### src/rtl/missile_arbiter.sv
// missile_arbiter: shares a small pool of missile slots between the player
// and up to eight enemies. One grant per cycle at most; the player has strict
// priority, enemies are served round-robin, and each side has its own
// frame-based cooldown. All outputs are registered.
module missile_arbiter #(
    parameter int NUM_SLOTS  = 4,
    parameter int PLAYER_MAX = 2,
    parameter int COOLDOWN   = 16
) (
    input  logic                         Clk,
    input  logic                         Reset,
    input  logic                         frame_tick,
    input  logic                         play,
    input  logic [7:0]                   keycode,
    input  logic [7:0]                   enemy_req,
    input  logic [NUM_SLOTS-1:0]         slot_free,
    output logic [NUM_SLOTS-1:0]         slot_busy,
    output logic [NUM_SLOTS-1:0]         slot_owner,
    output logic                         grant_valid,
    output logic [$clog2(NUM_SLOTS)-1:0] grant_slot,
    output logic                         grant_player,
    output logic [2:0]                   grant_enemy,
    output logic                         player_ready
);

    localparam int SW = $clog2(NUM_SLOTS);
    localparam int CW = $clog2(NUM_SLOTS + 1);
    localparam logic [7:0] FIRE_KEY = 8'h2C;
    localparam logic [4:0] COOL_LOAD = 5'(COOLDOWN);

    // Number of set bits in a slot vector.
    function automatic logic [CW-1:0] popcount(input logic [NUM_SLOTS-1:0] v);
        logic [CW-1:0] cnt;
        cnt = '0;
        for (int i = 0; i < NUM_SLOTS; i++) begin
            cnt = cnt + {{(CW-1){1'b0}}, v[i]};
        end
        return cnt;
    endfunction

    // Index of the lowest clear bit (caller checks that one exists).
    function automatic logic [SW-1:0] first_zero(input logic [NUM_SLOTS-1:0] v);
        logic [SW-1:0] idx;
        idx = '0;
        for (int i = NUM_SLOTS - 1; i >= 0; i--) begin
            if (!v[i]) begin
                idx = SW'(i);
            end else begin
                idx = idx;
            end
        end
        return idx;
    endfunction

    // First requesting enemy found when scanning upward (mod 8) from start.
    function automatic logic [2:0] rr_pick(input logic [7:0] req, input logic [2:0] start);
        logic [2:0] idx;
        logic [2:0] cand;
        idx = start;
        for (int k = 7; k >= 0; k--) begin
            cand = start + 3'(k);
            if (req[cand]) begin
                idx = cand;
            end else begin
                idx = idx;
            end
        end
        return idx;
    endfunction

    logic [NUM_SLOTS-1:0] busy_q,  busy_d;
    logic [NUM_SLOTS-1:0] owner_q, owner_d;
    logic [4:0]           pcool_q, pcool_d;
    logic [4:0]           ecool_q, ecool_d;
    logic [2:0]           rr_q,    rr_d;
    logic                 gvalid_q, gvalid_d;
    logic [SW-1:0]        gslot_q,  gslot_d;
    logic                 gplayer_q, gplayer_d;
    logic [2:0]           genemy_q,  genemy_d;
    logic                 ready_q,   ready_d;

    logic                 slot_avail_s;
    logic [SW-1:0]        free_idx_s;
    logic                 player_req_s;
    logic                 enemy_req_s;
    logic [2:0]           enemy_pick_s;

    // Request qualification from registered state; allocation never sees
    // slots released in the current cycle.
    always_comb begin
        slot_avail_s = ~(&busy_q);
        free_idx_s   = first_zero(busy_q);
        player_req_s = (keycode == FIRE_KEY) && (pcool_q == 5'd0) &&
                       (popcount(busy_q & owner_q) < CW'(PLAYER_MAX));
        enemy_req_s  = (enemy_req != 8'h00) && (ecool_q == 5'd0);
        enemy_pick_s = rr_pick(enemy_req, rr_q);
    end

    // Next-state: releases, cooldown aging, and at most one allocation.
    always_comb begin
        busy_d    = busy_q;
        owner_d   = owner_q;
        pcool_d   = pcool_q;
        ecool_d   = ecool_q;
        rr_d      = rr_q;
        gvalid_d  = 1'b0;
        gslot_d   = gslot_q;
        gplayer_d = gplayer_q;
        genemy_d  = genemy_q;
        ready_d   = 1'b0;
        if (!play) begin
            busy_d  = '0;
            owner_d = '0;
            pcool_d = 5'd0;
            ecool_d = 5'd0;
            rr_d    = 3'd0;
        end else begin
            // Releases only affect busy slots; owner bits are never set on idle slots.
            busy_d  = busy_q  & ~slot_free;
            owner_d = owner_q & ~slot_free;
            if (frame_tick && (pcool_q != 5'd0)) begin
                pcool_d = pcool_q - 5'd1;
            end else begin
                pcool_d = pcool_q;
            end
            if (frame_tick && (ecool_q != 5'd0)) begin
                ecool_d = ecool_q - 5'd1;
            end else begin
                ecool_d = ecool_q;
            end
            // A grant's cooldown load overrides the tick decrement above.
            if (slot_avail_s && player_req_s) begin
                busy_d[free_idx_s]  = 1'b1;
                owner_d[free_idx_s] = 1'b1;
                pcool_d   = COOL_LOAD;
                gvalid_d  = 1'b1;
                gslot_d   = free_idx_s;
                gplayer_d = 1'b1;
                genemy_d  = 3'd0;
            end else if (slot_avail_s && enemy_req_s) begin
                busy_d[free_idx_s]  = 1'b1;
                owner_d[free_idx_s] = 1'b0;
                ecool_d   = COOL_LOAD;
                rr_d      = enemy_pick_s + 3'd1;
                gvalid_d  = 1'b1;
                gslot_d   = free_idx_s;
                gplayer_d = 1'b0;
                genemy_d  = enemy_pick_s;
            end else begin
                gvalid_d  = 1'b0;
            end
            ready_d = (pcool_d == 5'd0) &&
                      (popcount(busy_d & owner_d) < CW'(PLAYER_MAX));
        end
    end

    // State and output registers with synchronous reset.
    always_ff @(posedge Clk) begin
        if (Reset) begin
            busy_q    <= '0;
            owner_q   <= '0;
            pcool_q   <= 5'd0;
            ecool_q   <= 5'd0;
            rr_q      <= 3'd0;
            gvalid_q  <= 1'b0;
            gslot_q   <= '0;
            gplayer_q <= 1'b0;
            genemy_q  <= 3'd0;
            ready_q   <= 1'b0;
        end else begin
            busy_q    <= busy_d;
            owner_q   <= owner_d;
            pcool_q   <= pcool_d;
            ecool_q   <= ecool_d;
            rr_q      <= rr_d;
            gvalid_q  <= gvalid_d;
            gslot_q   <= gslot_d;
            gplayer_q <= gplayer_d;
            genemy_q  <= genemy_d;
            ready_q   <= ready_d;
        end
    end

    assign slot_busy    = busy_q;
    assign slot_owner   = owner_q;
    assign grant_valid  = gvalid_q;
    assign grant_slot   = gslot_q;
    assign grant_player = gplayer_q;
    assign grant_enemy  = genemy_q;
    assign player_ready = ready_q;

endmodule
### config.mk
export PLATFORM = sky130hd
export DESIGN_NAME = missile_arbiter
export DESIGN_NICKNAME = d
export VERILOG_FILES = /design/src/rtl/missile_arbiter.sv
export SDC_FILE = /design/constraint.sdc
export NUM_CORES = 1
export LEC_CHECK = 0
export CORE_ASPECT_RATIO = 0.9
export CORE_MARGIN = 1.5
export CORE_UTILIZATION = 35
export CTS_BUF_LIST = sky130_fd_sc_hd__clkbuf_16
export DETAILED_ROUTE_END_ITERATION = 10
export PLACE_DENSITY = 0.63
export SYNTH_ARGS = -nofsm -noshare
export SYNTH_HDL_FRONTEND = slang
export SYNTH_SLANG_ARGS = --single-unit
### constraint.sdc
create_clock -name Clk -period 7.65 [get_ports Clk]
set_input_delay 1.53 -clock Clk [delete_from_list [all_inputs] [get_ports Clk]]
set_output_delay 1.53 -clock Clk [all_outputs]
set_load 0.1 [all_outputs]
; Word level (Yosys, flattened, before mapping)
; Cells that the tools add are included.
[word_totals]
reg_bits = 29
out_inout_bits = 16
word_cells = 121
inputBits = 24
[classes]
eq_ne = 1
n_addsub = 16
n_bitwise = 12
n_reduce_logical = 20
mux = 50
n_lt_le_gt_ge = 12
[ops]
columns = cell, count
row1 = "3-bit by 4-bit less-than comparator with 1-bit output, second input constant", 8
row2 = 3-bit two-way mux, 10
row3 = 5-bit two-way mux, 6
row4 = 1-bit binary-select mux with 3-bit select, 8
row5 = 4-bit two-way mux, 6
row6 = 4-bit AND, 5
row7 = 5-bit logical NOT, 3
row8 = 1-bit two-way mux, 13
row9 = "3-bit adder, second input constant", 4
row10 = 2-bit two-way mux, 6
row11 = 5-bit nonzero test, 2
row12 = "5-bit by 1-bit subtractor with 5-bit output, second input constant", 2
row13 = 1-bit logical AND, 9
row14 = "8-bit by 6-bit == test with 1-bit output, second input constant", 1
row15 = 4-bit inverter, 2
row16 = 4-bit bitwise OR, 2
row17 = 8-bit nonzero test, 1
row18 = 2-bit by 1-bit adder with 3-bit output, 2
row19 = 3-bit by 1-bit adder with 3-bit output, 2
row20 = "3-bit by 1-bit adder with 3-bit output, second input constant", 2
row21 = "3-bit by 2-bit adder with 3-bit output, second input constant", 2
row22 = "3-bit by 2-bit less-than comparator with 1-bit output, second input constant", 2
row23 = 1-bit by 1-bit adder with 2-bit output, 2
row24 = 2-bit AND reduction, 2
row25 = 7 further kinds, 9

; Depth between registers and ports, before layout
; Gate-level depths: netlist (run 1).
[logic_depth]
depth_word = 19
mapped_depth = 14
depth_no_buf = 12

; Least setup slack after synthesis (run 1)
; No wires, ideal clock.
[synth_timing]
path_kind = input-to-reg
startpoint = input enemy_req[1]
endpoint = register rr_q[2]
slack_ps = 4049
stages = 8
setup_time_ps = 86
path_buffers = 0
t_arrival_ps = 3516
required_ps = 7564
cell_sequence = mux4_2 > mux2_4 > o2111ai_2 > nand4_1 > a221o_1 > ha_1 > xor2_1 > a211oi_1
[synth_between]
elab_chain_cells = 11
word_cells_on_any_way = 29
classes_between = add/sub: 1 / mux: 24 / reduce/logical: 4
[synth_lines]
columns = item, line
row1 = from (decl), 15  ; input logic [7:0] enemy_req,
row2 = 1-bit binary-select mux with 3-bit select, 62  ; if (req[cand]) begin
row3 = 1-bit two-way mux (not written as such), 62
row4 = 3-bit two-way mux (8 in series), 62
row5 = 3-bit by 1-bit adder with 3-bit output, 144  ; rr_d = enemy_pick_s + 3'd1;
row6 = to (signal assigned), 175  ; rr_q <= rr_d;
row7 = to (decl), 75  ; logic [2:0] rr_q, rr_d;
; Several ways; a longest one is shown, not always the timed one. The select of a mux whose other input is x is not followed.
; A chain may end at the register's enable or synchronous reset.

; Final worst setup path (run 1)
[layout_timing]
startpoint = input enemy_req[5]
endpoint = register rr_q[2]
; Same word-level chain as after synthesis.

==> summary.md, run 1 <==
| Metric | Value |
|---|---|
| Setup tns final | 0 ns |
| Crit Path Max Fanout | 8 |
| Worst r2r src | rr_q[1] |
| Total clock sinks | 29 |
| # diodes | 0 |
| TritonRoute pass-1 iters | 4 |
| Most frequent cell after synthesis | nand2_1 |
| Synth area leaders | dfxtp_1 25%, mux4_2 6.9%, nand2_1 5.5%, a21oi_1 5.0%, nor2_1 4.7% |
| CTS tree | yes |
| Post-synthesis mux area share | 15.0% |
| Initial antenna violation count | 0 |
| Top FF cell, synth | dfxtp_1 |
| Detail Route Antenna Nets | 0 |
| Worst skew pair latency | 0.28 ns |
| Vias/cell | 5.45 |
| Number of global-route vias before repair | 1,928 |
| Post-synthesis sequential area ratio | 25.2% |
| Top cells by count, synth | 34 x nand2_1, 29 x dfxtp_1, 29 x nor2_1, 23 x a21oi_1, 16 x inv_1 |
| Cell area after synthesis | 2300 um^2 |
| Yosys reg bits | 29 |
| Largest net degree at the start of global routing | 20 |
| Mapped Cells | 277 |
| Crit-path max cell delay | 0.56 ns |
| Fin crit share | 52.2% |
| Yosys top cell area share | 25.2% |
| Mapped Avg Cell Area | 8.30 um^2 |
| First-pass GRT wire length | 9.26 mm |
| Post-synth EDFFs | 0 |
| Worst-Margin Slew | 0.982 ns |
| Worst path bufs/invs | 1 |
| Via count | 2,165 |
| YS warnings | 0 |
| Clk_skew | 0.00199 ns |
| Post-CTS setup buffers | 0 |
| Core box area | 6250 um^2 |
| Post-Synth Simple-Gate Area | 23.3% |
| Slowest CP cell | mux4_2 |
| Clock-pin slew on the worst setup and hold paths | 0.05 ns |
| Max_slew headroom | 34.4% |
| Final Max Slew Viols | 0 |
| Syn nets | 310 |
| Final wirelength | 5.46 mm |
| Initial cell density of the core | 36.8% |
| Clk buf depth | 2 |
| Startpoint types | primary input |
| Pleak | 1.04 nW |
| Fill cells | 598 |
| Max-Cap Viols | 0 |
| Utilization after layout | 45.8% |
| Wire per inst | 13.7 um |
| Num rows | 27 |
| IO buf count | 39 |
| Crit path launch | enemy_req[5] |
| Power Density | 285 nW/um^2 |
| Die Y | 79.9 um |
| Layout area overhead | 24.4% |
| Largest area contributor in the netlist | dfxtp_1 |
| RSZ-0062 raised after global routing | false |
| Adder-Cell Fraction of Synth Area | 5.55% |
| Yosys cell types | 58 |
| Share of cells above drive strength 1 | 6.77% |
| Worst path cell trace | clkdlybuf4s50_1 -> mux4_2 -> mux2_4 -> o2111ai_2 -> nand4_1 -> a221o_1 -> ha_1 -> xor2_1 -> a211oi_1 |
| Fin nets | 342 |
| Largest family of logic cells by synthesized area | simple AND/OR/NAND/NOR gates |
| HP Start | grant_slot[1] |
| Top delay family on crit path | multiplexers |
| Worst Path Class, Setup | primary input to flip-flop |
| Die area | 7070 um^2 |
| Final Critical Period | 3.99 ns |
| Post-route setup slack | 3.66 ns |
| Worst Path Arrival | 4.18 ns |
| H-tree depth | 2 |
| DP Wirelength | 4.05 mm |
| Complex-gate fraction of the synthesized area | 19.7% |
| DRC violations left | 0 |
| Fmax | 0.251 GHz |
| Post-Synth XOR/XNOR Area | 5.33% |
| Root buf cell | clkbuf_16 |
| Hold Crit Class | flip-flop to flip-flop |
| Outcome | finished clean |
| Peak VDD IR | 0.105 mV |
| Post-cts resize count | 0 |
| Post-place setup slack | 3.38 ns |
| Crit. End Element | flip-flop |
| Cts bufs inserted | 5 |
| Final setup vio count | 0 |
| Initial drt markers | 147 |
| Final RePlAce weighted congestion | 0.817 |
| Number of I/O pins | 40 |
| Die W | 88.4 um |
| Total GRT Usage | 16.8% |
| Worst EP required | 7.84 ns |
| Post-synth ARST share | 0% |
| Final Hold Fails | 0 |
| Remaining global-route overflow | 0 |
| Hold-fix buffers at CTS | 0 |
-- layout make-up --
cell class / instances / area [um^2] / area share (%)
multi-input combinational: 218 / 1580 / 55.4
sequential: 29 / 581 / 20.3
timing repair buffer: 39 / 390 / 13.6
clock buffer: 5 / 125 / 4.37
tap: 87 / 109 / 3.80
inverter: 16 / 60.1 / 2.10
clock inverter: 3 / 12.5 / 0.437
-- placed cells by master (no fill, tap or decap), drive strengths merged, types with 2 or more instances in the layout --
cell            n
clkbuf          5
a31oi           2
mux4           10
or4             2
nor3            5
nand2b          6
nor3b           3
xor2            4
nor4b           4
nand4           3
fa              2
nor4            4
nor2b           7
clkinv          3
a221oi          2
a32o            3
a22oi           2
nor2           29
nand3           4
a221o           3
nand3b          3
or3             2
a21oi          23
o21ai          14
clkdlybuf4s50  39
mux2            4
inv            16
mux2i           6
xnor2          10
ha              7
o211ai          2
dfxtp          29
nand2          34
-- kinds of logic after synthesis --
| logic type | count (synthesis) |
|---|---|
| buffers and inverters | 30 |
| DFF | 29 |
| AOI/OAI and AO/OA | 66 |
| adders and majority gates | 9 |
| and+or+nand+nor | 109 |
| xor gates and xnor gates | 14 |
| muxes | 20 |
-- path summary, 6_finish.rpt --
kind / endpoint / cells after the start / slack (ns)
hold / removal: grant_slot[1] / 2 / 0.45
setup / recovery: rr_q[2] / 9 / 3.66
hold reg to reg: grant_slot[1] / 2 / 0.45
setup reg to reg: rr_q[2] / 10 / 3.71
-- state kept, by name, summed over array words and instances, names as in the netlist --
signal and cells:
grant_enemy 3, slot_owner 4, player_ready 1, pcool_q 5
grant_valid 1, grant_slot 2, slot_busy 4, grant_player 1
rr_q 3, ecool_q 5
-- metal layers --
| metal | GRT usage, % | up-vias | part of all wire [%] |
|---|---|---|---|
| li1 | - | 1074 | - |
| met5 | 0 | - | 0 |
| met2 | 25.5 | 49 | 45 |
| met4 | 5.63 | 0 | 1.2 |
| met1 | 23.2 | 1037 | 49 |
| met3 | 4.24 | 5 | 4.6 |
-- metrics by stage --
| stage | power, W | cell area, um^2 | instances | hold slack, ns |
|---|---|---|---|---|
| floorplan | 0.000547 | 2300 | 277 | 0.477 |
| global route | 0.000874 | 2860 | 397 | 0.478 |
| detailed placement | 0.000627 | 2720 | 389 | 0.446 |
| finish | 0.000815 | 2860 | 397 | 0.449 |
| CTS | 0.000814 | 2860 | 397 | 0.452 |
| global placement | 0.000624 | 2720 | 389 | 0.442 |
-- power breakdown --
part	leakage [nW]	internal, W	switching (W)
Sequential	0.235	0.000163	0.0000336
Clock	0.0687	0.000117	0.0000686
Combinational	0.736	0.000190	0.000243
Total	1.04	0.000470	0.000345
-- worst reg2reg max path, cell delays in order, from the launching register on --
cell,delay (ns)
dfxtp_1,0.83
inv_1,0.31
ha_1,0.67
mux4_2,0.47
mux2_2,0.33
a31oi_1,0.18
nand4_1,0.12
a221o_1,0.38
ha_1,0.20
xor2_1,0.16
a211oi_1,0.22
No activity file was read; power rests on OpenSTA's default activity.
==> inputs of run 2 (changes only) <==
- clock period: 7.65 -> 3.7 ns (I/O delays scaled with it)
==> summary.md, run 2 (synthesized netlist as in run 1, its figures left out) <==
| Metric | Value |
|---|---|
| Outcome | finished clean (unchanged) |
| Flop2flop setup slack | 0.49 ns (was 3.71 ns) |
| Total clock sinks | 29 (unchanged) |
| Pleak | 1.09 nW (was 1.04 nW) |
| Crit. End Element | flip-flop (unchanged) |
| Startpoint types | primary input (unchanged) |
| Slowest CP cell | mux4_1 (was mux4_2) |
| Via count | 2,194 (was 2,165) |
| # diodes | 0 (unchanged) |
| Worst Path Arrival | 3.47 ns (was 4.18 ns) |
| Fin crit share | 88.6% |
| Largest registers | ecool_q x5, pcool_q x5 (unchanged) |
| Worst r2r src | rr_q[1] (unchanged) |
| Total GRT Usage | 17.1% (was 16.8%) |
| Worst path bufs/invs | 1 (unchanged) |
| Clk_skew | 0.00721 ns (was 0.00199 ns) |
| Hold Crit Class | flip-flop to flip-flop (unchanged) |
| Worst Path Class, Setup | primary input to flip-flop (unchanged) |
| Worst skew pair latency | 0.28 ns (about the same) |
| Fin nets | 348 (was 342) |
| Initial drt markers | 133 (was 147) |
| Cts bufs inserted | 5 (unchanged) |
| Fill cells | 593 (was 598) |
| Vias/cell | 5.44 (was 5.45) |
| Wire per inst | 13.8 um (was 13.7 um) |
| Commonest cells after routing, fill and taps aside | 38 x clkdlybuf4s50_1, 34 x nand2_1, 29 x nor2_1, 29 x dfxtp_1, 23 x a21oi_1 (was 39 x clkdlybuf4s50_1, 34 x nand2_1, 29 x nor2_1, 29 x dfxtp_1, 23 x a21oi_1) |
| RSZ-0062 raised after global routing | false (unchanged) |
| Worst-Margin Slew | 0.982 ns (about the same) |
| Final Max Slew Viols | 0 (unchanged) |
| Final Hold Fails | 0 (unchanged) |
| Post-CTS setup buffers | 0 (unchanged) |
| TritonRoute pass-1 iters | 5 (was 4) |
| Power Density | 612 nW/um^2 (was 285 nW/um^2) |
| Initial antenna violation count | 0 (unchanged) |
| Detail Route Antenna Nets | 0 (unchanged) |
| Remaining global-route overflow | 0 (unchanged) |
| Initial cell density of the core | 36.8% (unchanged) |
| DP Wirelength | 4.15 mm (was 4.05 mm) |
| Max-Cap Viols | 0 (unchanged) |
| Layout area overhead | 27.4% (was 24.4%) |
| Clock-pin slew on the worst setup and hold paths | 0.05 ns (about the same) |
| Peak VDD IR | 0.229 mV (was 0.105 mV) |
| Crit-path max cell delay | 0.66 ns (was 0.56 ns) |
| Max_slew headroom | 34.3% (was 34.4%) |
| Hold-fix buffers at CTS | 0 (unchanged) |
| Num rows | 27 (unchanged) |
| IO buf count | 39 (unchanged) |
| Fmax | 0.305 GHz |
| Die area | 7070 um^2 (unchanged) |
| Most common cell after layout, fill and taps aside | clkdlybuf4s50_1 (unchanged) |
| HP Start | grant_slot[0] (was grant_slot[1]) |
| First-pass GRT wire length | 9.40 mm (was 9.26 mm) |
| Min-Delay Endpoint | grant_slot[0] (was grant_slot[1]) |
| Worst EP required | 3.89 ns (was 7.84 ns) |
| WHS Path Cells | 2 (unchanged) |
| CTS tree | yes (unchanged) |
| Post-cts resize count | 0 (unchanged) |
| Final RePlAce weighted congestion | 0.817 (about the same) |
| Share of cells above drive strength 1 | 8.86% (was 6.77%) |
| Final setup vio count | 0 (unchanged) |
| Largest net degree at the start of global routing | 19 (was 20) |
| Core box area | 6250 um^2 (unchanged) |
| Worst reg2reg path endpoint | rr_q[2] (unchanged) |
| Final wirelength | 5.55 mm (was 5.46 mm) |
| DRC violations left | 0 (unchanged) |
| R2R depth | 10 (unchanged) |
| Clk buf depth | 2 (unchanged) |
| Final Critical Period | 3.28 ns |
| Utilization after layout | 46.9% (was 45.8%) |
| H-tree depth | 2 (unchanged) |
| Die Y | 79.9 um (unchanged) |
| Top delay family on crit path | compound AO/OA/AOI/OAI gates (was multiplexers) |
| Root buf cell | clkbuf_16 (unchanged) |
| Crit Path Max Fanout | 8 (unchanged) |
| Worst path cell trace | clkdlybuf4s50_1 -> mux4_1 -> nand2b_1 -> a21oi_1 -> o2111ai_2 -> nand4_1 -> a221o_1 -> ha_1 -> xor2_1 -> a211oi_1 (was clkdlybuf4s50_1 -> mux4_2 -> mux2_4 -> o2111ai_2 -> nand4_1 -> a221o_1 -> ha_1 -> xor2_1 -> a211oi_1) |
| Die W | 88.4 um (unchanged) |
| Setup tns final | 0 ns (unchanged) |
| Number of I/O pins | 40 (unchanged) |
| Number of global-route vias before repair | 1,955 (was 1,928) |
==> run 2: area by class of cell <==
type | count | area, um^2 | share of cell area [%]
multi-input combinational | 218 | 1580 | 54.1
timing repair buffer | 45 | 433 | 14.8
sequential | 29 | 581 | 19.8
inverter | 16 | 60.1 | 2.05
clock inverter | 3 | 37.5 | 1.28
clock buffer | 5 | 125 | 4.27
tap | 87 | 109 | 3.72
==> run 2: how the worst max path moves through the flow <==
stage | start | endpoint | cells after the start
2_1_floorplan | slot_busy[1] | player_ready | 11
3_3_place_gp | enemy_req[2] | rr_q[2] | 9
3_5_place_dp | enemy_req[6] | rr_q[2] | 10
4_1_cts | enemy_req[6] | rr_q[2] | 10
5_1_grt | enemy_req[6] | rr_q[2] | 10
6_report | enemy_req[6] | rr_q[2] | 10
==> run 2: worst min-delay path: cells and delay by family, from the launching register on <==
| family | cells | cell delay [ns] |
|---|---|---|
| flip-flops | 1 | 0.30 |
| AND/OR/NAND/NOR | 1 | 0.05 |
| AO/OA/AOI/OAI | 1 | 0.05 |
==> run 2: routing by layer <==
| layer | up-vias | GRT usage [%] | routed length [um] |
|---|---|---|---|
| li1 | 1095 | - | - |
| met2 | 71 | 24.8 | 2440 |
| met3 | 7 | 3.83 | 309 |
| met4 | 0 | 6.41 | 90 |
| met5 | - | 0 | 0 |
| met1 | 1021 | 24.4 | 2710 |
==> run 2: stage by stage <==
step | total power, W | hold WS (ns) | instance area [um^2] | worst slack (ns) | instances
finish | 0.00179 | 0.451 | 2930 | 0.423 | 403
global route | 0.00190 | 0.493 | 2930 | 0.278 | 403
CTS | 0.00179 | 0.455 | 2930 | 0.468 | 403
detailed placement | 0.00133 | 0.448 | 2770 | 0.193 | 395
global placement | 0.00132 | 0.440 | 2770 | 0.270 | 395
floorplan | 0.00113 | 0.477 | 2300 | 0.328 | 277
==> run 2: report_power, final <==
part	total [W]	switching, W	internal [W]
clock network	0.000451	0.000139	0.000312
logic	0.000978	0.000567	0.000412
registers	0.000363	0.0000249	0.000338
total	0.00179	0.000730	0.00106
==> inputs of run 3 (changes only) <==
- PLACE_DENSITY: 0.63 -> 0.65
- clock period: 3.7 -> 2.7 ns (I/O delays scaled with it)
==> summary.md, run 3 (synthesized netlist as in run 1, its figures left out) <==
| Metric | Value |
|---|---|
| Crit. End Element | flip-flop (unchanged) |
| Initial drt markers | 136 (was 133) |
| Max_slew headroom | 69.7% (was 34.3%) |
| Startpoint types | flip-flop (was primary input) |
| Die W | 88.4 um (unchanged) |
| Top delay family on crit path | multiplexers (was compound AO/OA/AOI/OAI gates) |
| Wire per inst | 13.9 um (was 13.8 um) |
| Worst r2r src | rr_q[0] (was rr_q[1]) |
| RSZ-0062 raised after global routing | true (was false) |
| Inst Count DP | 443 (was 395) |
| Share of cells above drive strength 1 | 32.0% (was 8.86%) |
| Flop2flop setup slack | 0.01 ns (was 0.49 ns) |
| Post-route setup slack | 0.0141 ns (was 0.423 ns) |
| H-tree depth | 2 (unchanged) |
| Fin nets | 402 (was 348) |
| Final RePlAce weighted congestion | 0.939 (was 0.817) |
| Post-Layout Cell Count | 456 (was 403) |
| Largest registers | ecool_q x5, pcool_q x5 (unchanged) |
| Root buf cell | clkbuf_16 (unchanged) |
| Slowest CP cell | mux4_2 (was mux4_1) |
| Most common cell after layout, fill and taps aside | buf_4 (was clkdlybuf4s50_1) |
| Total clock sinks | 29 (unchanged) |
| CTS tree | yes (unchanged) |
| Crit path depth | 10 (unchanged) |
| Power Density | 833 nW/um^2 (was 612 nW/um^2) |
| Outcome | finished clean (unchanged) |
| Max-Cap Viols | 0 (unchanged) |
| Overall Power | 0.00283 W (was 0.00179 W) |
| Num rows | 27 (unchanged) |
| Worst Path Class, Setup | flip-flop to flip-flop (was primary input to flip-flop) |
| Die Y | 79.9 um (unchanged) |
| Post-place setup slack | -0.443 ns (was 0.193 ns) |
| Vias/cell | 5.27 (was 5.44) |
| Worst reg2reg path endpoint | rr_q[2] (unchanged) |
| First-pass GRT wire length | 10.5 mm (was 9.40 mm) |
| Crit Path Max Fanout | 4 (was 8) |
| Largest net degree at the start of global routing | 19 (unchanged) |
| IO buf count | 39 (unchanged) |
| Crit-path max cell delay | 0.53 ns (was 0.66 ns) |
| Final setup vio count | 0 (unchanged) |
| Clk_skew | 0.00422 ns (was 0.00721 ns) |
| Cts bufs inserted | 5 (unchanged) |
| DP Wirelength | 4.90 mm (was 4.15 mm) |
| Detail Route Antenna Nets | 0 (unchanged) |
| Worst-Margin Slew | 0.454 ns (was 0.982 ns) |
| Die area | 7070 um^2 (unchanged) |
| Number of global-route vias before repair | 2,206 (was 1,955) |
| TritonRoute pass-1 iters | 4 (was 5) |
| Total GRT Usage | 18.8% (was 17.1%) |
| Final Hold Fails | 0 (unchanged) |
| Pleak | 1.40 nW (was 1.09 nW) |
| Worst skew pair latency | 0.27 ns (was 0.28 ns) |
| Final Max Slew Viols | 0 (unchanged) |
| Clock-pin slew on the worst setup and hold paths | 0.05 ns (about the same) |
| Hold Crit Class | flip-flop to flip-flop (unchanged) |
| Layout area overhead | 47.7% (was 27.4%) |
| Clk buf depth | 2 (unchanged) |
| Worst EP required | 2.88 ns (was 3.89 ns) |
| DRC violations left | 0 (unchanged) |
| Final wirelength | 6.34 mm (was 5.55 mm) |
| Initial antenna violation count | 0 (unchanged) |
| HP Start | grant_slot[1] (was grant_slot[0]) |
| Peak VDD IR | 0.374 mV (was 0.229 mV) |
| Initial cell density of the core | 36.8% (unchanged) |
| Via count | 2,402 (was 2,194) |
| R2R depth | 10 (unchanged) |
| Core box area | 6250 um^2 (unchanged) |
| Critical path capture point | rr_q[2] (unchanged) |
| Commonest cells after routing, fill and taps aside | 72 x buf_4, 34 x nand2_1, 29 x nor2_1 (was 38 x clkdlybuf4s50_1, 34 x nand2_1, 29 x nor2_1, 29 x dfxtp_1, 23 x a21oi_1) |
| Worst path cell trace | buf_12 -> buf_6 -> mux4_2 -> mux2_4 -> a31oi_1 -> nand4_1 -> a221o_1 -> ha_2 -> xor2_1 -> a211oi_1 (was clkdlybuf4s50_1 -> mux4_1 -> nand2b_1 -> a21oi_1 -> o2111ai_2 -> nand4_1 -> a221o_1 -> ha_1 -> xor2_1 -> a211oi_1) |
| Worst Path Arrival | 2.86 ns (was 3.47 ns) |
| Number of I/O pins | 40 (unchanged) |
| Hold-fix buffers at CTS | 0 (unchanged) |
| Fmax | 0.372 GHz |
| Worst path bufs/invs | 2 (was 1) |
| Crit path launch | rr_q[0] (was enemy_req[6]) |
| Remaining global-route overflow | 0 (unchanged) |
| Final Critical Period | 2.69 ns |
| # diodes | 0 (unchanged) |
| Fin crit share | 99.5% |
## run 3: cell types whose count changed in the layout (fill, tap and decap cells not counted), moves of 3 or more
| cell | before | now |
|---|---|---|
| dfxtp_1 | 29 | 21 |
| clkdlybuf4s50_1 | 38 | 15 |
| buf_4 | 7 | 72 |
| dfxtp_2 | 0 | 4 |
| dfxtp_4 | 0 | 4 |
| ha_1 | 7 | 4 |
| dlygate4sd2_1 | 0 | 6 |
## run 3: through the flow
| step | utilization [%] | hold slack, ns | TNS [ns] | area, um^2 |
|---|---|---|---|---|
| 4_1_cts | 53.5 | 0.454 | -0.0554 | 3340 |
| 5_1_grt | 54.4 | 0.473 | -0.0653 | 3400 |
| 3_5_place_dp | 50.5 | 0.449 | -1.94 | 3150 |
| 2_1_floorplan | - | 0.477 | -0.0125 | 2360 |
| 3_3_place_gp | 50.5 | 0.442 | -1.89 | 3150 |
| 6_report | 54.4 | 0.450 | 0 | 3400 |
## run 3: worst min-delay path by stage
stage                    end  cells after the start
4_1_cts        grant_slot[0]                      2
6_report       grant_slot[1]                      2
5_1_grt        grant_slot[0]                      2
3_5_place_dp   grant_slot[1]                      2
3_3_place_gp   grant_slot[1]                      2
2_1_floorplan     ecool_q[1]                      2
## run 3: cell type report
class / count / area, um^2
fill: 584 / 2850
multi-input combinational: 218 / 1660
timing repair buffer: 99 / 826
sequential: 29 / 601
clock buffer: 5 / 125
tap: 87 / 109
inverter: 16 / 65.1
clock inverter: 2 / 7.51
## run 3: where the power goes
group / switching [W] / leakage [nW] / internal (W)
logic: 0.000912 / 1.09 / 0.000916
clock network: 0.000171 / 0.0685 / 0.000328
registers: 0.0000404 / 0.240 / 0.000465
total: 0.00112 / 1.40 / 0.00171
## run 3: what timing repair did
| action | CTS | global route |
|---|---|---|
| endpoints found under the hold margin | 0 | 0 |
| buffers inserted | 5 | 1 |
| endpoints found under the setup margin | 3 | 9 |
| gates resized for setup | 14 | 13 |
| pin swaps | 4 | 6 |
## run 3: routing by layer
metal | track usage [%] | vias up | share of wire, %
li1 | - | 1199 | -
met1 | 27.4 | 1156 | 49
met2 | 29.7 | 45 | 47
met3 | 2.79 | 2 | 3.2
met4 | 3.13 | 0 | 0.22
met5 | 0 | - | 0
## run 3: worst reg2reg max path, delay by kind of cell, from the launching register on
kind | cells | cell delay, ns
multiplexers | 2 | 0.83
AND/OR/NAND/NOR | 1 | 0.11
buffers and inverters | 2 | 0.21
adder cells (fa/ha/maj) | 1 | 0.18
AO/OA/AOI/OAI | 3 | 0.72
XOR/XNOR | 1 | 0.16
flip-flops | 1 | 0.39
